$ cat src/rtl/store_wb_buffer.sv
// store_wb_buffer
//   Post-retirement store write buffer. Retired stores (up to WAYS per cycle)
//   are compacted into a circular FIFO, drained one at a time to the data
//   cache over a valid/ready request, and forwarded byte-wise to two load
//   ports (youngest buffered store wins per byte).
//
//   Optional feature macro: STORE_WB_MERGE_EN
//     When defined, an incoming store whose address equals the youngest valid
//     entry merges into it (bytes OR'd / overwritten) instead of allocating.
//     The head entry is never a merge target while it is being requested.
//
// Ports
//   clock, reset            clock, asynchronous active-high reset
//   in_valid/addr/data/usebytes  retiring stores per way (way 0 oldest)
//   in_stall                fewer than WAYS free entries
//   dc_req_valid/addr/data/usebytes, dc_req_ready  cache write request
//   ld_addr, ld_fwd_data, ld_fwd_usebytes          two forwarding ports
//   empty, count            occupancy
module store_wb_buffer #(
    parameter int WAYS       = 2,
    parameter int DEPTH      = 8,
    parameter int DEPTH_BITS = $clog2(DEPTH)
) (
    input  logic                       clock,
    input  logic                       reset,
    input  logic [WAYS-1:0]            in_valid,
    input  logic [WAYS-1:0][31:0]      in_addr,
    input  logic [WAYS-1:0][31:0]      in_data,
    input  logic [WAYS-1:0][3:0]       in_usebytes,
    output logic                       in_stall,
    output logic                       dc_req_valid,
    output logic [31:0]                dc_req_addr,
    output logic [31:0]                dc_req_data,
    output logic [3:0]                 dc_req_usebytes,
    input  logic                       dc_req_ready,
    input  logic [1:0][31:0]           ld_addr,
    output logic [1:0][31:0]           ld_fwd_data,
    output logic [1:0][3:0]            ld_fwd_usebytes,
    output logic                       empty,
    output logic [DEPTH_BITS:0]        count
);

    typedef enum logic {IDLE, REQ} state_t;

    localparam logic [DEPTH_BITS:0] STALL_TH = (DEPTH_BITS+1)'(DEPTH - WAYS);

    state_t                     state, state_next;
    logic [DEPTH_BITS-1:0]      head, tail, head_next, tail_next;
    logic [DEPTH_BITS:0]        count_next;
    logic [DEPTH-1:0]           ent_valid, ent_valid_next;
    logic [DEPTH-1:0][31:0]     ent_addr, ent_addr_next;
    logic [DEPTH-1:0][31:0]     ent_data, ent_data_next;
    logic [DEPTH-1:0][3:0]      ent_use, ent_use_next;
    logic                       deq;

`ifdef STORE_WB_MERGE_EN
    function automatic logic [31:0] merge_bytes(input logic [31:0] old_d,
                                                input logic [31:0] new_d,
                                                input logic [3:0]  be);
        logic [31:0] res;
        res = old_d;
        for (int b = 0; b < 4; b++) begin
            if (be[b]) res[8*b +: 8] = new_d[8*b +: 8];
        end
        return res;
    endfunction
`endif

    assign dc_req_valid    = (state == REQ);
    assign dc_req_addr     = dc_req_valid ? ent_addr[head] : '0;
    assign dc_req_data     = dc_req_valid ? ent_data[head] : '0;
    assign dc_req_usebytes = dc_req_valid ? ent_use[head]  : '0;
    assign deq             = dc_req_valid & dc_req_ready;
    assign in_stall        = (count > STALL_TH);
    assign empty           = (count == '0);

    // Next-state: dequeue at head, then compact valid ways from tail upward.
    always_comb begin
        logic [DEPTH_BITS-1:0] wr_ptr;
        logic [DEPTH_BITS:0]   enq;
        logic                  merge;
`ifdef STORE_WB_MERGE_EN
        logic [DEPTH_BITS-1:0] y_idx;
        logic                  y_ok;
`endif
        ent_valid_next = ent_valid;
        ent_addr_next  = ent_addr;
        ent_data_next  = ent_data;
        ent_use_next   = ent_use;
        wr_ptr         = tail;
        enq            = '0;
        merge          = 1'b0;
`ifdef STORE_WB_MERGE_EN
        // Youngest existing entry is a merge target unless it is the head
        // currently presented to the cache.
        y_idx = tail - 1'b1;
        y_ok  = ent_valid[y_idx] && !((state == REQ) && (y_idx == head));
`endif
        if (deq) begin
            ent_valid_next[head] = 1'b0;
            ent_addr_next[head]  = '0;
            ent_data_next[head]  = '0;
            ent_use_next[head]   = '0;
        end
        for (int w = 0; w < WAYS; w++) begin
            merge = 1'b0;
            if (in_valid[w]) begin
`ifdef STORE_WB_MERGE_EN
                merge = y_ok && (ent_addr_next[y_idx] == in_addr[w]);
                if (merge) begin
                    ent_data_next[y_idx] = merge_bytes(ent_data_next[y_idx], in_data[w], in_usebytes[w]);
                    ent_use_next[y_idx]  = ent_use_next[y_idx] | in_usebytes[w];
                end
`endif
                if (!merge) begin
                    ent_valid_next[wr_ptr] = 1'b1;
                    ent_addr_next[wr_ptr]  = in_addr[w];
                    ent_data_next[wr_ptr]  = in_data[w];
                    ent_use_next[wr_ptr]   = in_usebytes[w];
`ifdef STORE_WB_MERGE_EN
                    // A later way may merge into this same-cycle allocation.
                    y_idx = wr_ptr;
                    y_ok  = 1'b1;
`endif
                    wr_ptr = wr_ptr + 1'b1;
                    enq    = enq + 1'b1;
                end
            end
        end
        tail_next  = wr_ptr;
        head_next  = deq ? head + 1'b1 : head;
        count_next = count + enq - {{DEPTH_BITS{1'b0}}, deq};
    end

    // Drain FSM: looking at count_next lets a store written into an empty
    // buffer be requested on the very next cycle.
    always_comb begin
        state_next = state;
        case (state)
            IDLE:    if (count_next != '0) state_next = REQ;
            REQ:     if (count_next == '0) state_next = IDLE;
            default: state_next = IDLE;
        endcase
    end

    always_ff @(posedge clock or posedge reset) begin
        if (reset) begin
            state     <= IDLE;
            head      <= '0;
            tail      <= '0;
            count     <= '0;
            ent_valid <= '0;
            ent_addr  <= '0;
            ent_data  <= '0;
            ent_use   <= '0;
        end else begin
            state     <= state_next;
            head      <= head_next;
            tail      <= tail_next;
            count     <= count_next;
            ent_valid <= ent_valid_next;
            ent_addr  <= ent_addr_next;
            ent_data  <= ent_data_next;
            ent_use   <= ent_use_next;
        end
    end

    // Forwarding: walk entries oldest-first from head so younger stores
    // overwrite older ones byte by byte, independent of physical index.
    always_comb begin
        logic [DEPTH_BITS-1:0] idx;
        ld_fwd_data     = '0;
        ld_fwd_usebytes = '0;
        idx             = '0;
        for (int p = 0; p < 2; p++) begin
            for (int i = 0; i < DEPTH; i++) begin
                idx = head + DEPTH_BITS'(i);
                if (ent_valid[idx] && (ent_addr[idx] == ld_addr[p])) begin
                    for (int b = 0; b < 4; b++) begin
                        if (ent_use[idx][b]) begin
                            ld_fwd_data[p][8*b +: 8] = ent_data[idx][8*b +: 8];
                            ld_fwd_usebytes[p][b]    = 1'b1;
                        end
                    end
                end
            end
        end
    end

endmodule

$ cat config.mk
export PLATFORM = sky130hd
export DESIGN_NAME = store_wb_buffer
export DESIGN_NICKNAME = d
export VERILOG_FILES = /design/src/rtl/store_wb_buffer.sv
export SDC_FILE = /design/constraint.sdc
export NUM_CORES = 2
export LEC_CHECK = 0
export ABC_CLOCK_PERIOD_IN_PS = 18800
export CAP_MARGIN = 20
export CORE_MARGIN = 5
export CORE_UTILIZATION = 30
export DETAILED_ROUTE_END_ITERATION = 6
export GPL_TIMING_DRIVEN = 0
export HOLD_SLACK_MARGIN = 0.12
export SLEW_MARGIN = 20
export SYNTH_ARGS = -nofsm -noshare
export SYNTH_HDL_FRONTEND = slang
export SYNTH_SLANG_ARGS = --single-unit
$ cat constraint.sdc
create_clock -name clock -period 18.8 [get_ports clock]
set_input_delay 1.88 -clock clock [delete_from_list [all_inputs] [get_ports clock]]
set_output_delay 1.88 -clock clock [all_outputs]
set_load 0.01 [all_outputs]
==> results.cfg <==
[status]
status = finished, violations left
violations = DRC

[worst_setup_path]
crit_path_top_delay_cell = mux2i_2
cp_max_fo = 10
crit_required_ns = 16.92
critPathMaxStageDelay_ns = 0.95
r2r_cells = 26
rrSetupSlack_ns = 8.04
worstSetupEndpointType = primary output
crit_type = flop to primary output
startpoint_type = flop
r2r_end = head[1]
r2r_start = head[1]
cp_common_cell = buf_2
cp.arrival_ns = 14.92

[worst_hold_path]
hold-path-endpoint = ent_valid[6]
holdPathStages = 2
hp-start = ent_valid[6]
hold_class = flop to flop

[clocking]
cts_tree = yes
clkTransAtPathRegs_ns = 0.07
cts_root_buffer = clkbuf_16
clock_path_buffers = 3
cts_hold_buf = 0
clock-sinks = 563
clk_latency_ns = 0.75
post_cts_buffers = 0
numCtsBuffers = 58
htree_levels = 2
cts-resized-gates = 0

[placed_design]
gp_congestion = 1.15
dp_worst_setup_slack_ns = 3.51
place.port_buffers = 179
place_hpwl_um = 487000

[route]
met1_length_um = 236000
drt_iter0_drc = 15659
post_drt_wl_per_cell_um = 58.8
ant_nets = 0
via_per_inst = 7.51
first_pass_iters = 7
wl_met3_um = 115000
routed.top_layer = met5
drc_errors = 57
dr_total_vias = 76490
routed-wl-met2_um = 211000
routed_wl_um = 598000

[global_route]
grt_max_degree = 104
first_global_vias = 67339
grt_pass1_wl_um = 745000
grt_util_all_layers_pct = 52.3
grt_overflow_total = 0
antenna_found_initial = 92

[yosys]
synthFlopType = dfrtp_1
ys_seq_area_share_pct = 22.4
ys_warn_count = 0
async_flop_share_pct = 100
synthesis.nets = 7190
syn_inst = 6968
yosysUniqueCellTypes = 97
synth_seq_cells = 563
synth_edf_count = 0
synth.avg_cell_area_um2 = 9.04
synth_area_mm2 = 0.0630

[sta]
fmax_mhz = 59.5
worstMarginPinSlew_ns = 1.39
slew_headroom_pct = 7.58
fin_crit_ns = 16.80
rsz0062_at_grt = false
hold_viol = 0
drv_slew = 0
setup_ws_ns = 2.00
worst_clock_skew_ns = 0.0965
setup_viol = 0
fin_crit_sh_pct = 89.3

[final_layout]
layout-drive-gt1-share_pct = 18.7
nets = 7498
area_growth_syn_to_layout_pct = 14.3

[die]
num_rows = 168
start_util_pct = 30.1
die_x_um = 468
coreArea_mm2 = 0.209
dieArea_mm2 = 0.219
ios = 352
chipHeight_um = 468

[job]
max_cap_viol_count = 0
[through the flow]
step                instances  hold slack, ns  setup TNS [ns]  cell area [um2]  utilization, %
floorplan                6968           0.505               0            63000               -
global placement         9952           0.581        -3135.71            68300            32.6
detailed placement      10014           0.612               0            69700            33.3
CTS                     10123           0.629               0            71700            34.3
global route            10137           0.655               0            71900            34.3
finish                  10179           0.649               0            72000            34.4
[registers in the layout, indices dropped and copies added, names as in the netlist]
signal	count
ent_addr	256
ent_data	256
ent_use	32
ent_valid	8
count	4
head	3
tail	3
dc_req_valid	1
[Yosys cell counts (82+ instances only)]
cell,instances,area [um2]
a21oi_1,522,2610
a22oi_1,586,4400
buf_1,141,529
buf_2,147,736
clkbuf_1,421,1580
dfrtp_1,563,14100
inv_1,84,315
mux2_2,176,1980
mux2i_1,454,4540
mux4_2,581,13100
nand2_1,744,2790
nand3_1,97,485
nand4_1,82,513
nor2_1,581,2180
nor3_1,84,420
o21ai_0,331,1660
o22ai_1,101,632
xnor2_1,351,3070
[area by class of cell]
type | count | area, um2
fill | 21854 | 137000
clock inverter | 29 | 318
multi-input combinational | 5522 | 45600
clock buffer | 80 | 1670
sequential | 563 | 14100
antenna | 49 | 123
buffer | 789 | 3610
tap | 2805 | 3510
inverter | 94 | 360
timing repair buffer | 248 | 2750
[kinds of logic after synthesis]
logic type	synth area share, %
flip-flops	22.4
AO/OA/AOI/OAI	20.0
AND/OR/NAND/NOR	14.0
multiplexers	31.2
buffers and inverters	6.15
adder cells (fa/ha/maj)	0.349
XOR/XNOR	5.95
[cell usage in the layout (no fill, tap or decap), types with 49 or more instances in the layout]
cell type	n
clkdlybuf4s50_1	178
xnor2_1	350
dfrtp_1	563
nor3_1	82
buf_4	70
nand4_1	82
nand3_1	97
mux4_2	581
mux2i_1	397
buf_2	178
nor2_1	577
a21oi_1	521
xor2_1	72
o21ai_0	330
nand2b_1	53
clkbuf_16	58
diode_2	49
o22ai_1	88
buf_1	116
nand2_1	744
mux2_2	176
mux2i_2	50
inv_1	83
a22oi_1	586
clkbuf_2	49
clkbuf_1	381
[worst max-delay path by stage]
stage / startpoint / cells after the start / endpoint
final: head[1] / 30 / ld_fwd_data[8]
after global routing: head[1] / 30 / ld_fwd_data[8]
after CTS: head[1] / 30 / ld_fwd_data[8]
after detailed placement: head[1] / 30 / ld_fwd_data[8]
after global placement: reset / 2 / ent_addr[15]
after floorplan: reset / 1 / count[0]
[critical path: cells and delay by family, from the launching register on]
kind / cells / cell delay [ns]
AOI/OAI and AO/OA: 2 / 0.77
xor gates and xnor gates: 1 / 0.14
adders and majority gates: 1 / 0.33
buffers and inverters: 19 / 8.65
DFF: 1 / 0.44
muxes: 2 / 1.38
and+or+nand+nor: 5 / 2.24
[per-layer routing]
| layer | GRT usage (%) | up-vias |
|---|---|---|
| met5 | 4.39 | - |
| met4 | 22.5 | 67 |
| met3 | 37.7 | 1499 |
| met2 | 63.8 | 8381 |
| met1 | 68.0 | 39373 |
| li1 | - | 27170 |
Power is not shown: default switching activity piles up to over one toggle a cycle in this logic, so the estimate is an artifact.
